### src/rtl/filt_sched.sv
// Round-robin scheduler sharing one FIR engine among CHANNELS sigma-delta streams.
// Requests are raised every DECIM input bits; results return with a channel tag.
module filt_sched #(
    parameter int CHANNELS = 4,
    parameter int DECIM    = 64,
    parameter int TIMEOUT  = 1024
) (
    input  logic                          Clock,
    input  logic                          Reset,
    input  logic                          Enable,
    input  logic [CHANNELS-1:0]           bit_valid,
    output logic                          eng_start,
    output logic [$clog2(CHANNELS)-1:0]   eng_chan,
    input  logic                          eng_push,
    input  logic [15:0]                   eng_dout,
    output logic                          out_valid,
    input  logic                          out_ready,
    output logic [15:0]                   out_data,
    output logic [$clog2(CHANNELS)-1:0]   out_chan,
    output logic                          busy,
    output logic [CHANNELS-1:0]           overrun,
    output logic                          timeout_err,
    input  logic                          err_clr
);
    localparam int CW = $clog2(CHANNELS);
    localparam int DW = $clog2(DECIM);
    localparam int WW = $clog2(TIMEOUT + 1);
    localparam logic [DW-1:0] DEC_LAST  = DW'(DECIM - 1);
    localparam logic [WW-1:0] WAIT_LAST = WW'(TIMEOUT - 1);
    localparam logic [CW-1:0] CH_LAST   = CW'(CHANNELS - 1);

    typedef enum logic [1:0] {IDLE, START, WAIT} state_t;

    state_t                state_reg;
    logic [CHANNELS-1:0]   pending_reg;
    logic [CHANNELS-1:0]   pending_next;
    logic [CHANNELS-1:0]   overrun_next;
    logic [CHANNELS-1:0]   wrap;
    logic [CHANNELS-1:0]   grant_mask;
    logic [CW-1:0]         rr_reg;
    logic [CW-1:0]         grant;
    logic                  grant_found;
    logic                  grant_fire;
    logic [WW-1:0]         wait_cnt_reg;

    assign grant_fire = (state_reg == IDLE) && Enable && grant_found && !out_valid;
    assign grant_mask = grant_fire ? (CHANNELS'(1) << grant) : '0;
    assign busy       = (state_reg != IDLE);

    for (genvar gi = 0; gi < CHANNELS; gi++) begin : g_chan
        logic [DW-1:0] cnt_reg;

        assign wrap[gi] = Enable && bit_valid[gi] && (cnt_reg == DEC_LAST);
        // A wrap in the grant cycle re-arms the request instead of overrunning.
        assign pending_next[gi] = wrap[gi] ? 1'b1 : (pending_reg[gi] && !grant_mask[gi]);
        assign overrun_next[gi] = (wrap[gi] && pending_reg[gi] && !grant_mask[gi]) ||
                                  (overrun[gi] && !err_clr);

        always_ff @(posedge Clock or posedge Reset) begin
            if (Reset)
                cnt_reg <= '0;
            else if (Enable && bit_valid[gi])
                cnt_reg <= wrap[gi] ? '0 : cnt_reg + 1'b1;
        end
    end

    always_comb begin
        logic [CW-1:0] cand;
        grant       = '0;
        grant_found = 1'b0;
        cand        = '0;
        // Walk backwards so the candidate closest to rr is the last one written.
        for (int k = CHANNELS - 1; k >= 0; k--) begin
            cand = CW'((int'(rr_reg) + k) % CHANNELS);
            if (pending_reg[cand]) begin
                grant       = cand;
                grant_found = 1'b1;
            end
        end
    end

    always_ff @(posedge Clock or posedge Reset) begin
        if (Reset) begin
            state_reg    <= IDLE;
            pending_reg  <= '0;
            overrun      <= '0;
            rr_reg       <= '0;
            wait_cnt_reg <= '0;
            eng_start    <= 1'b0;
            eng_chan     <= '0;
            out_valid    <= 1'b0;
            out_data     <= '0;
            out_chan     <= '0;
            timeout_err  <= 1'b0;
        end else begin
            eng_start   <= 1'b0;
            pending_reg <= pending_next;
            overrun     <= overrun_next;
            if (out_valid && out_ready)
                out_valid <= 1'b0;
            if (err_clr)
                timeout_err <= 1'b0;

            case (state_reg)
                IDLE: begin
                    if (grant_fire) begin
                        eng_chan  <= grant;
                        rr_reg    <= (grant == CH_LAST) ? '0 : grant + 1'b1;
                        state_reg <= START;
                    end
                end
                START: begin
                    eng_start    <= 1'b1;
                    wait_cnt_reg <= '0;
                    state_reg    <= WAIT;
                end
                WAIT: begin
                    if (eng_push) begin
                        out_data  <= eng_dout;
                        out_chan  <= eng_chan;
                        out_valid <= 1'b1;
                        state_reg <= IDLE;
                    end else if (wait_cnt_reg == WAIT_LAST) begin
                        timeout_err <= 1'b1;
                        state_reg   <= IDLE;
                    end else begin
                        wait_cnt_reg <= wait_cnt_reg + 1'b1;
                    end
                end
                default: state_reg <= IDLE;
            endcase
        end
    end
endmodule

### config.mk
export PLATFORM = sky130hd
export DESIGN_NAME = filt_sched
export DESIGN_NICKNAME = d
export VERILOG_FILES = /design/src/rtl/filt_sched.sv
export SDC_FILE = /design/constraint.sdc
export NUM_CORES = 1
export LEC_CHECK = 0
export CAP_MARGIN = 20
export CORE_MARGIN = 4
export CORE_UTILIZATION = 55
export CTS_BUF_LIST = sky130_fd_sc_hd__clkbuf_4 sky130_fd_sc_hd__clkbuf_8
export CTS_CLUSTER_DIAMETER = 200
export CTS_CLUSTER_SIZE = 14
export DETAILED_ROUTE_END_ITERATION = 6
export PLACE_DENSITY = 0.85
export SLEW_MARGIN = 25
export SYNTH_ARGS = -nofsm -noshare
export SYNTH_HDL_FRONTEND = slang
export SYNTH_SLANG_ARGS = --single-unit
### constraint.sdc
create_clock -name Clock -period 2.9 [get_ports Clock]
set_input_delay 0.435 -clock Clock [delete_from_list [all_inputs] [get_ports Clock]]
set_output_delay 0.435 -clock Clock [all_outputs]
set_load 0.05 [all_outputs]
==> flow_summary.rst, run 1 <==
.. list-table::
   :header-rows: 1

   * - Metric
     - Value
   * - Routed len/inst
     - 15.2 um
   * - Data required time at the worst endpoint
     - between 2000 and 2500 ps
   * - Final setup violation count
     - 0
   * - Reg-to-Reg Start
     - rr_reg[0]$_DFFE_PP0P_
   * - Startpoint type of the worst setup path
     - flop
   * - Post-CTS Setup Repair Bufs
     - 0
   * - Switching Share
     - roughly two fifths
   * - Fin crit share
     - 77.9%
   * - Sequential group share of total power
     - 40.0%
   * - Core box area
     - 0.00554 mm^2
   * - Power per cell area
     - 1030 mW/mm^2
   * - Reg2reg setup slack
     - around 940 ps
   * - Post-synthesis area per instance
     - 11.6 um^2
   * - Number of antenna violations at the first check in global routing
     - 0
   * - Capture endpoint of the worst hold path
     - timeout_err$_DFF_PP0_
   * - Min-delay worst type
     - reg2reg
   * - Net count reported at finish
     - approximately 370
   * - Clock sink count
     - 70
   * - Hold buffer count at cts
     - 0
   * - Resized Gates After CTS
     - 0
   * - Row Count
     - 27
   * - Clock period minus worst slack
     - 2260 ps
   * - Remaining global-route overflow
     - 0
   * - Full die area
     - 0.00699 mm^2
   * - Number of non-filler instances in the completed layout
     - 411
   * - Maxcap violations
     - 0
   * - Endpoint of the worst-slack reg-to-reg timing path
     - overrun[0]$_DFF_PP0_
   * - Leakage power of the design
     - 1.79 nW
   * - Via count of the first global-routing pass
     - around 2300
   * - Crit path max fanout
     - 6
   * - Cell-internal power
     - between 2 and 2.5 mW
   * - NetSw
     - approximately 1.7 mW
   * - Max_slew headroom
     - 61.1%
   * - Synth Register Bits
     - 70
   * - Count of final hold-check violations
     - 0
   * - Worst path setup slack after routing
     - around 640 ps
   * - Final routed DRC violation total
     - 0
   * - Fmax
     - about 440 MHz
   * - Max FFs per register
     - 24
   * - Aggregate global-route resource usage
     - 19.4%
   * - Ordered cell list for the critical path
     - or2_2 -> clkdlybuf4s50_1
   * - Clk Tree Root Cell
     - sky130_fd_sc_hd__clkbuf_8
   * - Count of flip-flops with a built-in enable after synthesis
     - 0
   * - Iteration-0 DRC Markers
     - between 100 and 150
   * - Sequential area share after synthesis
     - 55.8%
   * - Total via count after detailed routing
     - approximately 2300
   * - Depth of the worst hold-timing path
     - 1
   * - Most common library cells after synthesis
     - sky130_fd_sc_hd__dfrtp_1, sky130_fd_sc_hd__nand2_1, sky130_fd_sc_hd__mux2_1
   * - Final Wtd Congestion
     - 0.876
   * - Initial Util
     - 56.7%
   * - ANT nets after route
     - 0
   * - Clock Skews
     - a little over 10 ps
   * - Die span in y
     - 83.6 um
   * - Number of inserted diodes
     - 0
   * - Total length of routed wires
     - about 6200 um
   * - Maximum number of pins on one net before global-route repair
     - 71
   * - P&R area growth vs syn
     - 26.5%
   * - Net count after synthesis
     - 307
   * - Combinational Power Share
     - 41.0%
   * - Design Area, Final
     - around 0.004 mm^2
   * - Final-layout setup total negative slack
     - 0 ps
   * - Category of the most critical setup path
     - reg2out
   * - H-tree Lvls
     - 3
   * - Number of slew-limit violations in the final report
     - 0
   * - Via/cell ratio
     - 5.49
   * - Mapped Cells
     - 272
   * - Die width
     - 83.6 um
   * - Wire length of the first global-routing pass
     - about 11000 um
   * - Port Buf Inserts
     - 53
   * - Top post-synthesis cells by area
     - sky130_fd_sc_hd__dfrtp_1, sky130_fd_sc_hd__mux2_1, sky130_fd_sc_hd__ha_1, sky130_fd_sc_hd__xnor2_1, sky130_fd_sc_hd__nand2_1
   * - Number of cells on the worst reg-to-reg path
     - 7
   * - Placed Cells incl. Taps
     - 395
   * - Clock network power share
     - 19.1%
   * - Clock tree from TritonCTS
     - done
   * - Synthesized area
     - roughly 0.0031 mm^2
   * - Worst hold path startpoint
     - wait_cnt_reg[10]$_DFFE_PP0P_
   * - Standard cell with the maximum stage delay on the critical path
     - sky130_fd_sc_hd__clkdlybuf4s50_1
   * - Final-layout fill cell count
     - 392
   * - Total placed instance area
     - 0.00377 mm^2
   * - Result of the run
     - completed
   * - Biggest cell delay along the critical path
     - 700 ps
   * - Setup repair after global routing missed its margin
     - false
   * - Total power after layout
     - 4.08 mW
   * - Initial DRT Pass Iterations
     - 4
   * - Maximum resistive drop on vdd
     - 0.000729 V
   * - Number of buffers inserted during clock tree synthesis
     - 9
   * - Maximum buffer depth of the clock tree
     - 2
   * - Post-Place Worst Slack
     - 682 ps
   * - Yosys synthesis warning count
     - 0
   * - Synth top area share
     - 55.8%
   * - Number of distinct library cells after synthesis
     - 43
   * - Ys async rst share
     - 100%
   * - Synth Flop Type
     - sky130_fd_sc_hd__dfrtp_1
   * - Critical Path End Type
     - output pin
   * - Clock-pin slew on the worst setup and hold paths
     - 80 ps
   * - Total half-perimeter wirelength after legalization and detailed placement
     - 4530 um
   * - Clock Latency Late Sink
     - 340 ps
   * - Most frequently used cell type in the post-synthesis netlist
     - sky130_fd_sc_hd__dfrtp_1
   * - Area leader, netlist
     - sky130_fd_sc_hd__dfrtp_1
   * - Top-level I/O count
     - 54
   * - Slew at the pin closest to its max-slew limit
     - 581 ps
   * - Share of cells above drive strength 1
     - 9.73%
   * - Crit path arrival time
     - 1820 ps
==> cell usage in the layout, fill, tap and decap left out, drive strengths merged, types with 5 or more instances in the layout <==
cell           netlist  routed
nand3               10      10
clkinv               1       5
and2                 6       6
xnor2               11      11
a21o                 6       6
nand2               25      25
o22ai                6       6
mux2                25      25
clkdlybuf4s50        0      53
nor2                12      12
ha                   9       9
clkbuf               2      10
o21ai                9       9
dfrtp               70      70
and4                 5       5
nand4                5       5
inv                 17      17
and3                 6       6
a21oi                8       8
==> routing by layer <==
layer	global-route usage, %	wire length, um	vias to the layer above	part of all wire (%)
li1	-	-	1084	-
met1	24.2	2750	1092	44
met2	32.2	3050	65	49
met3	3.85	328	14	5.3
met4	9.80	116	0	1.9
met5	0	0	-	0
==> worst max-delay path by stage <==
stage                                   from                     endpoint  slack (ps)  cells after the start
floorplan                              Reset      eng_chan[0]$_DFFE_PP0P_         700                      1
detailed placement                    Enable      eng_chan[1]$_DFFE_PP0P_         680                      5
CTS                 state_reg[1]$_DFFE_PP0P_                         busy         630                      2
finish              state_reg[1]$_DFFE_PP0P_                         busy         640                      2
global placement                    eng_push  wait_cnt_reg[5]$_DFFE_PP0P_         730                      6
global route        state_reg[1]$_DFFE_PP0P_                         busy         580                      2
==> critical path: cells and delay by family (launching register included) <==
| family | cells | cell delay, ps |
|---|---|---|
| buffers and inverters | 1 | 700 |
| flip-flops | 1 | 450 |
| AND/OR/NAND/NOR | 1 | 320 |
==> stage by stage <==
stage	hold WS (ps)	utilization (%)
floorplan	438	-
global placement	468	68.1
detailed placement	465	68.1
CTS	475	71.7
global route	488	71.7
finish	473	71.7
==> power by group through the flow <==
stage	clock network [mW]	logic (mW)	registers, mW
5_1_grt	0.835	1.81	1.69
6_report	0.778	1.67	1.63
4_1_cts	0.791	1.69	1.63
3_3_place_gp	0	1.63	1.62
3_5_place_dp	0	1.68	1.64
2_1_floorplan	0	0.654	2.10
==> final cells by class <==
cell class | instances | area [um^2] | share of cell area (%)
clock inverters | 6 | 61.3 | 1.54
well taps | 72 | 90.1 | 2.27
inverters | 18 | 67.6 | 1.70
flip-flops and latches | 70 | 1750 | 44.1
clock buffers | 10 | 138 | 3.46
multi-input cells | 178 | 1290 | 32.5
repair buffers | 57 | 573 | 14.4
==> logic make-up after synthesis <==
group	after synthesis	share of synthesized area [%]
compound gates	47	10.4
simple gates	81	13.6
fa+ha+maj	9	3.58
mux	27	9.60
flops	70	55.8
xor+xnor	14	3.90
buf+inv	24	3.11
Power figures use the tool's default switching activity.
==> run 2, diff against run 1 <==
==> constraint.sdc (replaced) <==
create_clock -name Clock -period 2.09 [get_ports Clock]
set_input_delay 0.3135 -clock Clock [delete_from_list [all_inputs] [get_ports Clock]]
set_output_delay 0.3135 -clock Clock [all_outputs]
set_load 0.05 [all_outputs]
==> flow_summary.rst, run 2 (synthesis gave the netlist of run 1 again) <==
.. list-table::
   :header-rows: 1

   * - Metric
     - Value
   * - Result of the run
     - completed
   * - Die span in y
     - 83.6 um (unchanged)
   * - Critical Path End Type
     - output pin
   * - Worst path bufs/invs
     - 1 (unchanged)
   * - Launching instance or port of the critical path
     - out_valid$_DFF_PP0_
   * - Final-layout fill cell count
     - 400 (+2.0%)
   * - Row Count
     - 27 (unchanged)
   * - CP top delay family
     - buffers and inverters
   * - Initial DRT Pass Iterations
     - 4 (unchanged)
   * - Leakage power of the design
     - 1.84 nW (+2.4%)
   * - Core box area
     - 0.00554 mm^2 (unchanged)
   * - Top-level I/O count
     - 54 (unchanged)
   * - Combinational Power Share
     - 39.5% (-1.5 points)
   * - Final Wtd Congestion
     - 0.828 (-5.5%)
   * - Clock period minus worst slack
     - 1900 ps
   * - H-tree Lvls
     - 3 (unchanged)
   * - Clock tree from TritonCTS
     - done
   * - P&R area growth vs syn
     - 28.7%
   * - Min-delay worst type
     - in2async
   * - Number of antenna violations at the first check in global routing
     - 0 (unchanged)
   * - Flip-flop and latch area
     - 0.00175 mm^2 (unchanged)
   * - Aggregate global-route resource usage
     - 19.8% (+0.38 points)
   * - Max_slew headroom
     - 65.4% (+4.3 points)
   * - Endpoint of the worst-slack reg-to-reg timing path
     - overrun[0]$_DFF_PP0_
   * - Number of slew-limit violations in the final report
     - 0 (unchanged)
   * - Ordered cell list for the critical path
     - clkdlybuf4s50_1
   * - Routed len/inst
     - 15.5 um (+2.3%)
   * - Maximum buffer depth of the clock tree
     - 2 (unchanged)
   * - Power per cell area
     - 1470 mW/mm^2 (+43%)
   * - Sequential group share of total power
     - 38.2% (-1.8 points)
   * - Design Area, Final
     - 0.00404 mm^2 (+1.8%)
   * - Clock-pin slew on the worst setup and hold paths
     - 70 ps (about the same)
   * - Port Buf Inserts
     - 53 (unchanged)
   * - Total via count after detailed routing
     - 2334 (+3.5%)
   * - Final-layout setup total negative slack
     - 0 ps (unchanged)
   * - Biggest cell delay along the critical path
     - 840 ps (+140 ps)
   * - Remaining global-route overflow
     - 0 (unchanged)
   * - ANT nets after route
     - 0 (unchanged)
   * - Max FFs per register
     - 24 (unchanged)
   * - Maxcap violations
     - 0 (unchanged)
   * - Via count of the first global-routing pass
     - 2356 (+0.68%)
   * - Maximum number of pins on one net before global-route repair
     - 71 (unchanged)
   * - Total placed instance area
     - 0.00380 mm^2 (+0.80%)
   * - Initial Util
     - 56.7% (unchanged)
   * - Category of the most critical setup path
     - reg2out
   * - Fin crit share
     - 90.9%
   * - Final setup violation count
     - 0 (unchanged)
   * - Slew at the pin closest to its max-slew limit
     - 518 ps (-62.5 ps)
   * - Hold buffer count at cts
     - 0 (unchanged)
   * - Clock sink count
     - 70 (unchanged)
   * - Number of buffers inserted during clock tree synthesis
     - 9 (unchanged)
   * - Cell-internal power
     - 3.60 mW (+51%)
   * - Share of cells above drive strength 1
     - 10.5% (+0.79 points)
   * - Startpoint type of the worst setup path
     - flop
   * - Via/cell ratio
     - 5.64 (+2.8%)
   * - Iteration-0 DRC Markers
     - 83 (-28%)
   * - Total half-perimeter wirelength after legalization and detailed placement
     - 4530 um (about the same)
   * - Reg-to-Reg Start
     - rr_reg[0]$_DFFE_PP0P_
   * - Total length of routed wires
     - 6440 um (+3.1%)
   * - Standard cell with the maximum stage delay on the critical path
     - sky130_fd_sc_hd__clkdlybuf4s50_1
   * - Fmax
     - around 530 MHz
   * - Maximum resistive drop on vdd
     - 0.000904 V (+24%)
   * - Top library cells by usage in the layout, fill and taps aside
     - sky130_fd_sc_hd__dfrtp_1, sky130_fd_sc_hd__clkdlybuf4s50_1, sky130_fd_sc_hd__nand2_1
   * - Clock Latency Late Sink
     - 340 ps (about the same)
   * - Crit path max fanout
     - 3 (-3)
   * - Number of inserted diodes
     - 0 (unchanged)
   * - Most common cell after layout, fill and taps aside
     - sky130_fd_sc_hd__dfrtp_1
   * - Setup repair after global routing missed its margin
     - false
   * - Crit path arrival time
     - 1590 ps (-230 ps)
   * - Switching Share
     - 39.4% (-1.9 points)
   * - Net count reported at finish
     - 373 (+1.1%)
   * - Count of final hold-check violations
     - 0 (unchanged)
   * - Final routed DRC violation total
     - 0 (unchanged)
   * - Reg2reg setup slack
     - 370 ps (-570 ps)
   * - Clock Skews
     - 7.19 ps (-2.90 ps)
   * - Die width
     - 83.6 um (unchanged)
   * - Full die area
     - 0.00699 mm^2 (unchanged)
   * - Clk Tree Root Cell
     - sky130_fd_sc_hd__clkbuf_8
   * - Data required time at the worst endpoint
     - 1780 ps (-690 ps)
   * - Area of combinational cells with multiple inputs
     - 0.00129 mm^2 (unchanged)
   * - Clock network power share
     - 22.3% (+3.2 points)
   * - Wire length of the first global-routing pass
     - 11100 um (+1.6%)
   * - NetSw
     - 2.34 mW (+39%)
   * - Number of cells on the worst reg-to-reg path
     - 7 (unchanged)
[run 2: power groups by stage]
stage	logic, mW	registers [mW]	clock network (mW)
global placement	2.30	2.24	0
global route	2.52	2.36	1.41
finish	2.35	2.27	1.32
CTS	2.38	2.26	1.34
detailed placement	2.38	2.28	0
floorplan	0.908	2.91	0
[run 2: area by class of cell]
| cell class | count | share of cell area [%] |
|---|---|---|
| Sequential cell | 70 | 43.3 |
| Multi-Input combinational cell | 178 | 32.0 |
| Timing Repair Buffer | 61 | 14.9 |
| Clock buffer | 11 | 3.59 |
| Clock inverter | 4 | 2.35 |
| Tap cell | 72 | 2.23 |
| Inverter | 18 | 1.67 |
[run 2: metrics by stage]
stage	power (mW)	instances	worst slack (ps)	hold WS, ps	util, %
after floorplan	3.82	272	8.29	394	-
after global placement	4.55	399	177	466	68.7
after detailed placement	4.66	399	137	476	68.7
after CTS	5.98	414	173	391	73.0
after global routing	6.29	414	134	411	73.0
final	5.95	414	191	369	73.0
[run 2: worst max-delay path by stage]
stage                             endpoint  cells past startpoint
4_1_cts                          out_valid                      1
6_report                         out_valid                      1
3_3_place_gp   wait_cnt_reg[5]$_DFFE_PP0P_                      5
3_5_place_dp   wait_cnt_reg[5]$_DFFE_PP0P_                      5
5_1_grt                          out_valid                      1
2_1_floorplan      eng_chan[0]$_DFFE_PP0P_                      1
[run 2: per-layer routing]
layer  global-route usage (%)  share of wire, %
met5                        0                 0
met3                     5.73               5.9
met2                     32.2                49
met1                     24.9                43
met4                     8.04               2.0
[run 2: tightest hold or removal path, stage by stage]
cell	delay, ps
sky130_fd_sc_hd__clkdlybuf4s50_1	420
sky130_fd_sc_hd__inv_2	70
sky130_fd_sc_hd__buf_12	310
[run 2: repair_timing]
action | 4_1_cts | 5_1_grt
setup endpoints to repair | 1 | 0
gates resized for setup | 1 | 0
setup buffers | 0 | 0
==> run 3, diff against run 2 <==
--- a/config.mk
+++ b/config.mk
@@ -6,7 +6,7 @@
 export NUM_CORES = 1
 export LEC_CHECK = 0
 export CAP_MARGIN = 20
-export CORE_MARGIN = 4
+export CORE_MARGIN = 2
 export CORE_UTILIZATION = 55
 export CTS_BUF_LIST = sky130_fd_sc_hd__clkbuf_4 sky130_fd_sc_hd__clkbuf_8
 export CTS_CLUSTER_DIAMETER = 200
==> flow_summary.rst, run 3 (synthesis gave the netlist of run 1 again) <==
.. list-table::
   :header-rows: 1

   * - Metric
     - Value
   * - Leakage power of the design
     - 1.80 nW (-1.8%)
   * - Die width
     - 79.6 um (-4.8%)
   * - Number of cells on the worst reg-to-reg path
     - 4 (-3)
   * - Clock network power share
     - 17.6% (-4.7 points)
   * - Min-delay worst type
     - in2async
   * - Power per cell area
     - 1410 mW/mm^2 (-4.1%)
   * - Final-layout setup total negative slack
     - 0 ps (unchanged)
   * - Crit path arrival time
     - 1570 ps (-20 ps)
   * - Data required time at the worst endpoint
     - 1780 ps (about the same)
   * - Count of final hold-check violations
     - 0 (unchanged)
   * - Iteration-0 DRC Markers
     - 125 (+51%)
   * - Number of buffers inserted during clock tree synthesis
     - 9 (unchanged)
   * - Maximum resistive drop on vdd
     - 0.000904 V (about the same)
   * - Final setup violation count
     - 0 (unchanged)
   * - Most common cell after layout, fill and taps aside
     - sky130_fd_sc_hd__dfrtp_1
   * - Switching Share
     - 41.2% (+1.7 points)
   * - NetSw
     - 2.31 mW (-1.6%)
   * - Combinational Power Share
     - 41.9% (+2.4 points)
   * - Full die area
     - 0.00633 mm^2 (-9.3%)
   * - Worst path bufs/invs
     - 1 (unchanged)
   * - Max_slew headroom
     - 65.2% (-0.19 points)
   * - Cell-internal power
     - 3.30 mW (-8.5%)
   * - Remaining global-route overflow
     - 0 (unchanged)
   * - Total via count after detailed routing
     - 2264 (-3.0%)
   * - ANT nets after route
     - 0 (unchanged)
   * - Clock sink count
     - 70 (unchanged)
   * - Standard cell with the maximum stage delay on the critical path
     - sky130_fd_sc_hd__clkdlybuf4s50_1
   * - Row Count
     - 27 (unchanged)
   * - Clock period minus worst slack
     - 1880 ps (-20.1 ps)
   * - Maximum buffer depth of the clock tree
     - 2 (unchanged)
   * - Clock Latency Late Sink
     - 340 ps (about the same)
   * - Final core area utilization
     - 72.2% (-0.82 points)
   * - Via/cell ratio
     - 5.50 (-2.5%)
   * - Number of antenna violations at the first check in global routing
     - 0 (unchanged)
   * - Crit path max fanout
     - 3 (unchanged)
   * - Result of the run
     - completed
   * - Clock Skews
     - 10.9 ps (+3.70 ps)
   * - Critical Path End Type
     - output pin
   * - Total half-perimeter wirelength after legalization and detailed placement
     - 4300 um (-5.1%)
   * - Initial Util
     - 57.1% (+0.35 points)
   * - Sequential group share of total power
     - 40.5% (+2.3 points)
   * - P&R area growth vs syn
     - 26.5%
   * - Final routed DRC violation total
     - 0 (unchanged)
   * - Port Buf Inserts
     - 53 (unchanged)
   * - Reg-to-Reg Start
     - state_reg[0]$_DFFE_PP0P_
   * - CP top delay family
     - buffers and inverters
   * - Hold buffer count at cts
     - 0 (unchanged)
   * - Setup repair after global routing missed its margin
     - false
   * - Clock tree from TritonCTS
     - done
   * - Slew at the pin closest to its max-slew limit
     - 521 ps (+2.84 ps)
   * - Category of the most critical setup path
     - reg2out
   * - Max FFs per register
     - 24 (unchanged)
   * - Core box area
     - 0.00551 mm^2 (-0.61%)
   * - Fmax
     - 532 MHz (+1.1%)
   * - Share of cells above drive strength 1
     - 10.0% (-0.53 points)
   * - Maximum number of pins on one net before global-route repair
     - 71 (unchanged)
   * - Final Wtd Congestion
     - 0.853 (+3.0%)
   * - Reg2reg setup slack
     - 380 ps (about the same)
   * - Maxcap violations
     - 0 (unchanged)
   * - Ordered cell list for the critical path
     - clkdlybuf4s50_1
   * - Total length of routed wires
     - 5920 um (-8.0%)
   * - Final-layout fill cell count
     - 376 (-6.0%)
   * - Routed len/inst
     - 14.4 um (-7.5%)
   * - Aggregate global-route resource usage
     - 20.0% (+0.14 points)
   * - Endpoint of the worst-slack reg-to-reg timing path
     - wait_cnt_reg[5]$_DFFE_PP0P_
   * - Initial DRT Pass Iterations
     - 4 (unchanged)
   * - Number of inserted diodes
     - 0 (unchanged)
   * - Biggest cell delay along the critical path
     - 830 ps (about the same)
   * - Number of slew-limit violations in the final report
     - 0 (unchanged)
   * - Top-level I/O count
     - 54 (unchanged)
   * - Via count of the first global-routing pass
     - 2103 (-11%)
   * - Top library cells by usage in the layout, fill and taps aside
     - sky130_fd_sc_hd__dfrtp_1, sky130_fd_sc_hd__clkdlybuf4s50_1, sky130_fd_sc_hd__nand2_1
   * - Startpoint type of the worst setup path
     - flop
   * - H-tree Lvls
     - 3 (unchanged)
   * - Clk Tree Root Cell
     - sky130_fd_sc_hd__clkbuf_8
   * - Wire length of the first global-routing pass
     - 9510 um (-14%)
   * - Net count reported at finish
     - 372 (-0.27%)
   * - Die span in y
     - 79.6 um (-4.8%)
   * - Fin crit share
     - 89.9% (-0.96 points)
   * - Clock-pin slew on the worst setup and hold paths
     - 70 ps (about the same)
-- run 3: cell types whose count changed in the layout (fill, tap and decap cells not counted), sizes merged --
cell    change
buf         -1
bufinv      -3
clkbuf      +2
-- run 3: final cells by class --
type                    instances  area (um^2)  area share (%)
repair buffers                 60          594            15.0
well taps                      72         90.1            2.27
multi-input cells             178         1290            32.5
inverters                      18         67.6            1.70
clock buffers                  13          173            4.35
flip-flops and latches         70         1750            44.1
clock inverters                 1         5.00           0.126
-- run 3: power groups by stage --
stage                     clock network, mW  logic, mW  registers, mW
after floorplan                           0      0.908           2.91
after global placement                    0       2.30           2.25
after detailed placement                  0       2.38           2.28
after CTS                              1.02       2.37           2.27
after global routing                   1.09       2.52           2.33
final                                 0.988       2.34           2.27
-- run 3: worst max-delay path by stage --
stage	startpoint	endpoint	slack [ps]	depth (start not counted)
3_5_place_dp	eng_push	wait_cnt_reg[5]$_DFFE_PP0P_	130	5
2_1_floorplan	Reset	eng_chan[0]$_DFFE_PP0P_	8	1
6_report	out_valid$_DFF_PP0_	out_valid	210	1
4_1_cts	out_valid$_DFF_PP0_	out_valid	180	1
5_1_grt	out_valid$_DFF_PP0_	out_valid	120	1
3_3_place_gp	eng_push	wait_cnt_reg[5]$_DFFE_PP0P_	180	5
-- run 3: per-stage QoR --
stage / hold WS (ps) / worst slack, ps / power, mW / std cells / instance area [um^2]
finish: 374 / 211 / 5.60 / 412 / 3970
global route: 384 / 124 / 5.94 / 412 / 3970
CTS: 373 / 185 / 5.66 / 412 / 3970
detailed placement: 477 / 126 / 4.66 / 398 / 3800
global placement: 468 / 177 / 4.56 / 398 / 3800
floorplan: 394 / 8.29 / 3.82 / 272 / 3140
-- run 3: repair_timing --
| action | in CTS | in global routing |
|---|---|---|
| setup endpoints to repair | 1 | 0 |
| gates resized for setup | 1 | 0 |
| buffers inserted | 0 | 0 |
-- run 3: layer usage --
| metal | part of all wire (%) | GRT usage (%) |
|---|---|---|
| met5 | 0 | 0 |
| met2 | 48 | 32.7 |
| met4 | 0.46 | 6.03 |
| met3 | 6.9 | 8.03 |
| met1 | 45 | 24.3 |
